==> src/rtl/hea_func_pack.sv <==
// Shared AES helpers for the HEA datapath: GF(2^8) byte arithmetic, state/column
// types and the FSM encoding used by the iterative MixColumns engine.
package hea_func_pack;

  localparam int AES_NCOLS = 4;

  typedef logic [31:0]  aes_col_t;
  typedef logic [127:0] aes_state_t;

  typedef enum logic [1:0] {
    MC_IDLE,
    MC_RUN,
    MC_DONE
  } mc_state_e;

  // Multiply by x modulo x^8+x^4+x^3+x+1, staying within 8 bits.
  function automatic logic [7:0] xtime(input logic [7:0] x);
    return {x[6:0], 1'b0} ^ (x[7] ? 8'h1B : 8'h00);
  endfunction

  // Constant multiply for the MixColumns / InvMixColumns matrix entries.
  function automatic logic [7:0] gmul(input logic [7:0] b, input logic [3:0] c);
    logic [7:0] x2, x4, x8;
    x2 = xtime(b);
    x4 = xtime(x2);
    x8 = xtime(x4);
    case (c)
      4'h1:    gmul = b;
      4'h2:    gmul = x2;
      4'h3:    gmul = x2 ^ b;
      4'h9:    gmul = x8 ^ b;
      4'hB:    gmul = x8 ^ x2 ^ b;
      4'hD:    gmul = x8 ^ x4 ^ b;
      4'hE:    gmul = x8 ^ x4 ^ x2;
      default: gmul = 8'h00;
    endcase
  endfunction

endpackage

==> src/rtl/mix_column_word.sv <==
// Combinational MixColumns / InvMixColumns of a single 32-bit column.
// Byte 0 of the column sits in col_in[31:24].
module mix_column_word
  import hea_func_pack::*;
(
  input  logic [31:0] col_in,
  input  logic        inv,
  output logic [31:0] col_out
);

  logic [7:0] a0, a1, a2, a3;
  logic [3:0] k0, k1, k2, k3;

  // One circulant row: k0 multiplies the byte on the diagonal.
  function automatic logic [7:0] mix_row(input logic [7:0] d0, input logic [7:0] d1,
                                         input logic [7:0] d2, input logic [7:0] d3,
                                         input logic [3:0] c0, input logic [3:0] c1,
                                         input logic [3:0] c2, input logic [3:0] c3);
    return gmul(d0, c0) ^ gmul(d1, c1) ^ gmul(d2, c2) ^ gmul(d3, c3);
  endfunction

  always_comb begin
    {a0, a1, a2, a3} = col_in;
    if (inv) {k0, k1, k2, k3} = {4'hE, 4'hB, 4'hD, 4'h9};
    else     {k0, k1, k2, k3} = {4'h2, 4'h3, 4'h1, 4'h1};
    col_out = {mix_row(a0, a1, a2, a3, k0, k1, k2, k3),
               mix_row(a1, a2, a3, a0, k0, k1, k2, k3),
               mix_row(a2, a3, a0, a1, k0, k1, k2, k3),
               mix_row(a3, a0, a1, a2, k0, k1, k2, k3)};
  end

endmodule

==> src/rtl/mix_columns_iter.sv <==
// Iterative AES MixColumns / InvMixColumns engine: COLS_PER_CYCLE columns per cycle,
// valid/ready on both sides, back-to-back blocks via DONE -> RUN.
module mix_columns_iter
  import hea_func_pack::*;
#(
  parameter int COLS_PER_CYCLE = 1
) (
  input  logic         clk,
  input  logic         rst_n,
  input  logic         in_valid,
  output logic         in_ready,
  input  logic [127:0] in_data,
  input  logic         in_inv,
  output logic         out_valid,
  input  logic         out_ready,
  output logic [127:0] out_data
);

  localparam int NCOLS   = AES_NCOLS;
  localparam int NGROUPS = NCOLS / COLS_PER_CYCLE;
  localparam int CNT_W   = (NGROUPS > 1) ? $clog2(NGROUPS) : 1;
  localparam logic [CNT_W-1:0] LAST_GRP = CNT_W'(NGROUPS - 1);

  if (!(COLS_PER_CYCLE == 1 || COLS_PER_CYCLE == 2 || COLS_PER_CYCLE == 4)) begin : g_bad_param
    $error("mix_columns_iter: COLS_PER_CYCLE must be 1, 2 or 4");
  end

  mc_state_e                state_q, state_d;
  logic [CNT_W-1:0]         cnt_q, cnt_d;
  logic [NCOLS-1:0][31:0]   src_q, src_d;
  logic [NCOLS-1:0][31:0]   res_q, res_d;
  logic                     inv_q, inv_d;
  logic                     accept;
  logic                     last_grp;

  aes_col_t   grp_in  [COLS_PER_CYCLE];
  aes_col_t   grp_out [COLS_PER_CYCLE];
  logic [1:0] grp_idx [COLS_PER_CYCLE];

  assign accept   = in_valid & in_ready;
  assign last_grp = (cnt_q == LAST_GRP);
  assign out_data = res_q;

  // Column mux: packed index NCOLS-1-c holds column c (column 0 is the MSW).
  always_comb begin
    for (int j = 0; j < COLS_PER_CYCLE; j++) begin
      grp_idx[j] = 2'(int'(cnt_q) * COLS_PER_CYCLE + j);
      grp_in[j]  = src_q[2'(NCOLS - 1) - grp_idx[j]];
    end
  end

  for (genvar j = 0; j < COLS_PER_CYCLE; j++) begin : g_col
    mix_column_word u_mcw (
      .col_in  (grp_in[j]),
      .inv     (inv_q),
      .col_out (grp_out[j])
    );
  end

  // Next-state logic.
  always_comb begin
    // NOTE: every comb output gets a default first so no path leaves it unassigned (no latch).
    state_d = state_q;
    unique case (state_q)
      MC_IDLE: if (accept) state_d = MC_RUN;
      MC_RUN:  if (last_grp) state_d = MC_DONE;
      MC_DONE: begin
        if (accept)         state_d = MC_RUN;
        else if (out_ready) state_d = MC_IDLE;
      end
      default: state_d = MC_IDLE;
    endcase
  end

  // FSM outputs; in_ready sees out_ready only while a result is waiting.
  always_comb begin
    in_ready  = (state_q == MC_IDLE) || ((state_q == MC_DONE) && out_ready);
    out_valid = (state_q == MC_DONE);
  end

  always_comb begin
    src_d = src_q;
    inv_d = inv_q;
    cnt_d = cnt_q;
    res_d = res_q;
    if (accept) begin
      src_d = in_data;
      inv_d = in_inv;
      cnt_d = '0;
    end else if (state_q == MC_RUN) begin
      for (int j = 0; j < COLS_PER_CYCLE; j++) begin
        res_d[2'(NCOLS - 1) - grp_idx[j]] = grp_out[j];
      end
      cnt_d = last_grp ? '0 : cnt_q + 1'b1;
    end
  end

  // State register.
  always_ff @(posedge clk) begin
    // NOTE: state flops use non-blocking assignments so every flop samples pre-edge values.
    if (!rst_n) begin
      state_q <= MC_IDLE;
      cnt_q   <= '0;
      res_q   <= '0;
    end else begin
      state_q <= state_d;
      cnt_q   <= cnt_d;
      res_q   <= res_d;
    end
  end

  // NOTE: source and mode regs are always loaded on accept before being read, so they carry no reset.
  always_ff @(posedge clk) begin
    src_q <= src_d;
    inv_q <= inv_d;
  end

endmodule

==> config.mk <==
export PLATFORM = sky130hd
export DESIGN_NAME = mix_columns_iter
export DESIGN_NICKNAME = d
export VERILOG_FILES = /design/src/rtl/hea_func_pack.sv /design/src/rtl/mix_column_word.sv /design/src/rtl/mix_columns_iter.sv
export SDC_FILE = /design/constraint.sdc
export NUM_CORES = 1
export LEC_CHECK = 0
export CAP_MARGIN = 40
export CELL_PAD_IN_SITES_DETAIL_PLACEMENT = 1
export CELL_PAD_IN_SITES_GLOBAL_PLACEMENT = 1
export CORE_MARGIN = 2
export CORE_UTILIZATION = 55
export DETAILED_ROUTE_END_ITERATION = 8
export DONT_BUFFER_PORTS = 1
export GPL_TIMING_DRIVEN = 0
export PLACE_DENSITY = 0.85
export SYNTH_ARGS = -nofsm -noshare
export SYNTH_HDL_FRONTEND = slang
export SYNTH_SLANG_ARGS = --single-unit
==> constraint.sdc <==
create_clock -name clk -period 7.08 [get_ports clk]
set_clock_uncertainty 0.15 [all_clocks]
set_input_delay 0.354 -clock clk [delete_from_list [all_inputs] [get_ports clk]]
set_output_delay 0.354 -clock clk [all_outputs]
set_load 0.1 [all_outputs]
==> results.md, run 1 <==
- Status: stopped before the end
- Failed at: clock tree synthesis (4_1_cts)
- Error message: [ERROR DPL-0033] detailed placement checks failed during check placement.
- Mapped Area: between 10000 and 15000 µm²
- Syn nets: 1041
- Avg Inst Size Synth: 13.0 µm²
- Post-Syn Instances: between 900 and 1000
- Hold-fix buffers at CTS: around 130
- CTS Root Cell: clkbuf_16
- Synth Register Bits: around 260
- Row count: 53
- Post-CTS sizing: 0
- Postcts setup bufs: 0
- Top_reg_cell synth: dfxtp_1
- Top-Level Pins: roughly 260
- Share of synthesized registers carrying an async set or reset: 0
- IO buf count: 0
- Distinct cells, synth: 43
- Post-synth EDFFs: around 130
- Max Root-Sink Buffers: 3
- CTS buffer count: 26
- H-tree depth: 1
- Post-DP HPWL: 30400 µm
- Initial Util: 0.559
- Count of warnings emitted by yosys: 0
- Clk sink count: 261
- Seq/Total Area, Yosys: 0.556
- Die Y: roughly 150 µm
- Placer Congestion: between 0.8 and 0.9
- Die Span X: ~150 µm
## synthesized netlist by cell type, drive strengths merged (24+ instances only)
cell type  instances  share of area
xor2              40          0.037
nor2              39          0.013
nand2             48          0.015
xnor3             36          0.069
buf               26          0.014
xnor2            107          0.090
mux4              32          0.062
clkbuf            40          0.013
a211oi            24          0.015
a21oi             95          0.041
o21ai             85          0.036
edfxtp           129           0.33
dfxtp            132           0.23
nand3             35          0.015
## metrics by stage
stage,util,worst slack (ps),instance area [µm²],std cells
detailed placement,0.697,3000,14600,1310
global placement,0.575,493,12100,1179
floorplan,-,1370,11700,904
## logic make-up after synthesis
family / Yosys count / share of synthesized area
adders and majority gates: 4 / 0.00427
muxes: 35 / 0.0648
AOI/OAI and AO/OA: 213 / 0.0976
buffers and inverters: 73 / 0.0293
and+or+nand+nor: 134 / 0.0495
xor gates and xnor gates: 184 / 0.198
DFF: 261 / 0.556
==> run 2: changes to the inputs <==
Settings changed: CELL_PAD_IN_SITES_DETAIL_PLACEMENT 1 to unset, CELL_PAD_IN_SITES_GLOBAL_PLACEMENT 1 to unset, CORE_UTILIZATION 55 to 40, PLACE_DENSITY 0.85 to unset, PLACE_DENSITY_LB_ADDON set to 0.15.
==> results.md, run 2 <==
- Worst hold endpoint: out_data[64]
- First-pass GRT wire length: 52300 µm
- CTS buffer count: 28 (+7.7%)
- Detailed Routing Iterations Pass 1: 6
- Synth top area share: 0.331 (unchanged)
- Post-Syn Instances: 904 (unchanged)
- Final Hold Fails: 0
- Iter 0 DRT Violations: 566
- # fillers: around 2200
- Via Count: around 8000
- Max Fclk: approximately 0.25 GHz
- Area of the die: 30700 µm²
- Routed WL: between 30000 and 40000 µm
- Tmin final: about 4000 ps
- Cell with the most instances after synthesis: dfxtp_1
- Area of the multi-input gates: slightly below 5000 µm²
- Tcrit/Tclk final: 0.560
- Synth Register Bits: 261 (unchanged)
- Static leakage: 6.44 nW
- Post-synth EDFFs: 129 (unchanged)
- Post-route cell area: roughly 17000 µm²
- Die Span X: 175 µm (+17%)
- Startpoint type of the worst setup path: flop
- Placer Congestion: 0.795 (-5.9%)
- Mapped Area: 11700 µm² (unchanged)
- CTS clk-pin slew, worst paths: roughly 70 ps
- Crit. End Element: flop
- Cell taking the most area after synthesis: edfxtp_1
- CTS Root Cell: clkbuf_16
- Hold Crit Class: primary input to flop
- Worst-margin pin slew: 742 ps
- # diodes: 0
- Vias in the first global route: between 8000 and 9000
- Met1 WL: between 10000 and 15000 µm
- Avg Inst Size Synth: 13.0 µm² (unchanged)
- Synth top area cells: edfxtp_1 33%, dfxtp_1 23%, xnor2_1 7.2%
- Most frequent cells in the layout: 132 x dfxtp_1, 132 x dlygate4sd3_1, 129 x edfxtp_1, 96 x xnor2_1, 94 x a21oi_1
- Wirelength per Cell: 21.5 µm
- Routed vias/inst: between 5 and 6
- VDD IR max: between 0.2 and 0.3 mV
- Seq/Total Area, Yosys: 0.556 (unchanged)
- Postcts setup bufs: 0 (unchanged)
- Rel. slew slack: 0.502
- Core Footprint: 28800 µm²
- Share of cells above drive strength 1: 0.207
- Unrepaired setup endpoints after global routing: no
- Distinct cells, synth: 43 (unchanged)
- Setup violations, final: 0
- Worst Hold Depth: 3
- Final nets: roughly 1300
- Initial antenna violation count: 0
- Die Y: 175 µm (+17%)
- Hold Crit Start: rst_n
- Syn nets: 1041 (unchanged)
- Worst Path Max Fanout: 10
- Share of synthesized registers carrying an async set or reset: 0 (unchanged)
- Top-Level Pins: 263 (unchanged)
- Count of warnings emitted by yosys: 0 (unchanged)
- Area grow syn2layout: 47.3%
- CTS tree: yes
- Setup TNS Final: 0 ps
- Status: finished, final reports clean
- IO buf count: 0 (unchanged)
- Largest net degree at the start of global routing: 69
- Flop2flop setup slack: between 3000 and 4000 ps
- Crit path arrival time: between 4000 and 5000 ps
- Gr ovfl total: 0
- Max Used Layer: met4
- Initial Util: 0.407 (-0.152)
- Top_reg_cell synth: dfxtp_1
- GRT Total Usage: 0.223
- Clk_lat worst skew: roughly 550 ps
- Placed cell area: 14900 µm² (+2.2%)
- Storage cell area: 6520 µm²
- Post-CTS sizing: 0 (unchanged)
- Worst r2r dst: out_data[19]
- Most common library cells after synthesis: 132 x dfxtp_1, 129 x edfxtp_1, 96 x xnor2_1
- Slew Viols, Final: 0
- Pwr per Cell Area: around 300 nW/µm²
- CP required: 7350 ps
- Max-Cap Viols: 0
- Met2 WL: 17500 µm
- Antenna Nets Post-Route: 0
- Drc violations: 0
- Critical path type: flop to flop
- R2R cell count: 10
- Clk sink count: 261 (unchanged)
- Met3 wire length: between 1500 and 2000 µm
- Post-DP HPWL: 25300 µm (-17%)
- Max Root-Sink Buffers: 3 (unchanged)
- Reg2reg start: cnt_q[1]
- H-tree depth: 1 (unchanged)
- Row count: 62 (+17%)
-- run 2: what timing repair did --
action	in CTS	in global routing
endpoints found under the setup margin	0	0
hold endpoints to repair	134	0
hold buffers	132	0
-- run 2: power by group --
| group | internal, mW | switching [mW] |
|---|---|---|
| clock network | 0.975 | 0.614 |
| logic | 0.716 | 1.12 |
| registers | 1.68 | 0.0609 |
-- run 2: kinds of logic after synthesis --
family	after synthesis	share of synthesized area
AOI/OAI and AO/OA	213	0.0976
DFF	261	0.556
and+or+nand+nor	134	0.0495
muxes	35	0.0648
adders and majority gates	4	0.00427
buffers and inverters	73	0.0293
xor gates and xnor gates	184	0.198
-- run 2: through the flow --
stage | utilization | cells | total power [mW] | worst slack (ps) | hold WS (ps)
floorplan | - | 904 | 2.99 | 1370 | 303
global placement | 0.424 | 1288 | 3.34 | 103 | 303
detailed placement | 0.518 | 1420 | 3.54 | 3040 | 303
CTS | 0.599 | 1604 | 5.19 | 3040 | 28.7
global route | 0.599 | 1604 | 5.35 | 2870 | 72.6
finish | 0.599 | 1604 | 5.16 | 3120 | 62.3
-- run 2: layout make-up --
cell class / count / share of cell area
Buffer: 66 / 0.0183
Sequential cell: 261 / 0.378
Clock buffer: 38 / 0.0464
Timing Repair Buffer: 264 / 0.234
Tap cell: 384 / 0.0278
Inverter: 7 / 0.00152
Clock inverter: 14 / 0.0121
Multi-Input combinational cell: 570 / 0.282
-- run 2: layer usage --
| layer | GRT usage | vias up |
|---|---|---|
| li1 | - | 3833 |
| met1 | 0.282 | 4055 |
| met2 | 0.398 | 278 |
| met3 | 0.0348 | 57 |
| met4 | 0.0576 | 0 |
| met5 | 0 | - |
-- run 2: worst max-delay path by stage --
stage / from / depth (start not counted) / end / slack, ps
6_report: cnt_q[1] / 10 / out_data[19] / 3120
5_1_grt: cnt_q[1] / 10 / out_data[115] / 2870
4_1_cts: cnt_q[1] / 10 / out_data[19] / 3040
3_5_place_dp: cnt_q[1] / 10 / out_data[19] / 3040
3_3_place_gp: out_ready / 3 / src_q[93] / 100
2_1_floorplan: out_ready / 5 / cnt_q[0] / 1370
-- run 2: worst max-delay path, stage by stage (launching register included) --
cell     delay (ps)
dfxtp_1         360
buf_2           230
buf_4           250
buf_2           320
mux4_2          460
xor2_1          450
xor3_1          510
xnor3_1         220
nand2_1          90
xnor2_1         630
a21oi_1         140
Power figures use the tool's default switching activity.
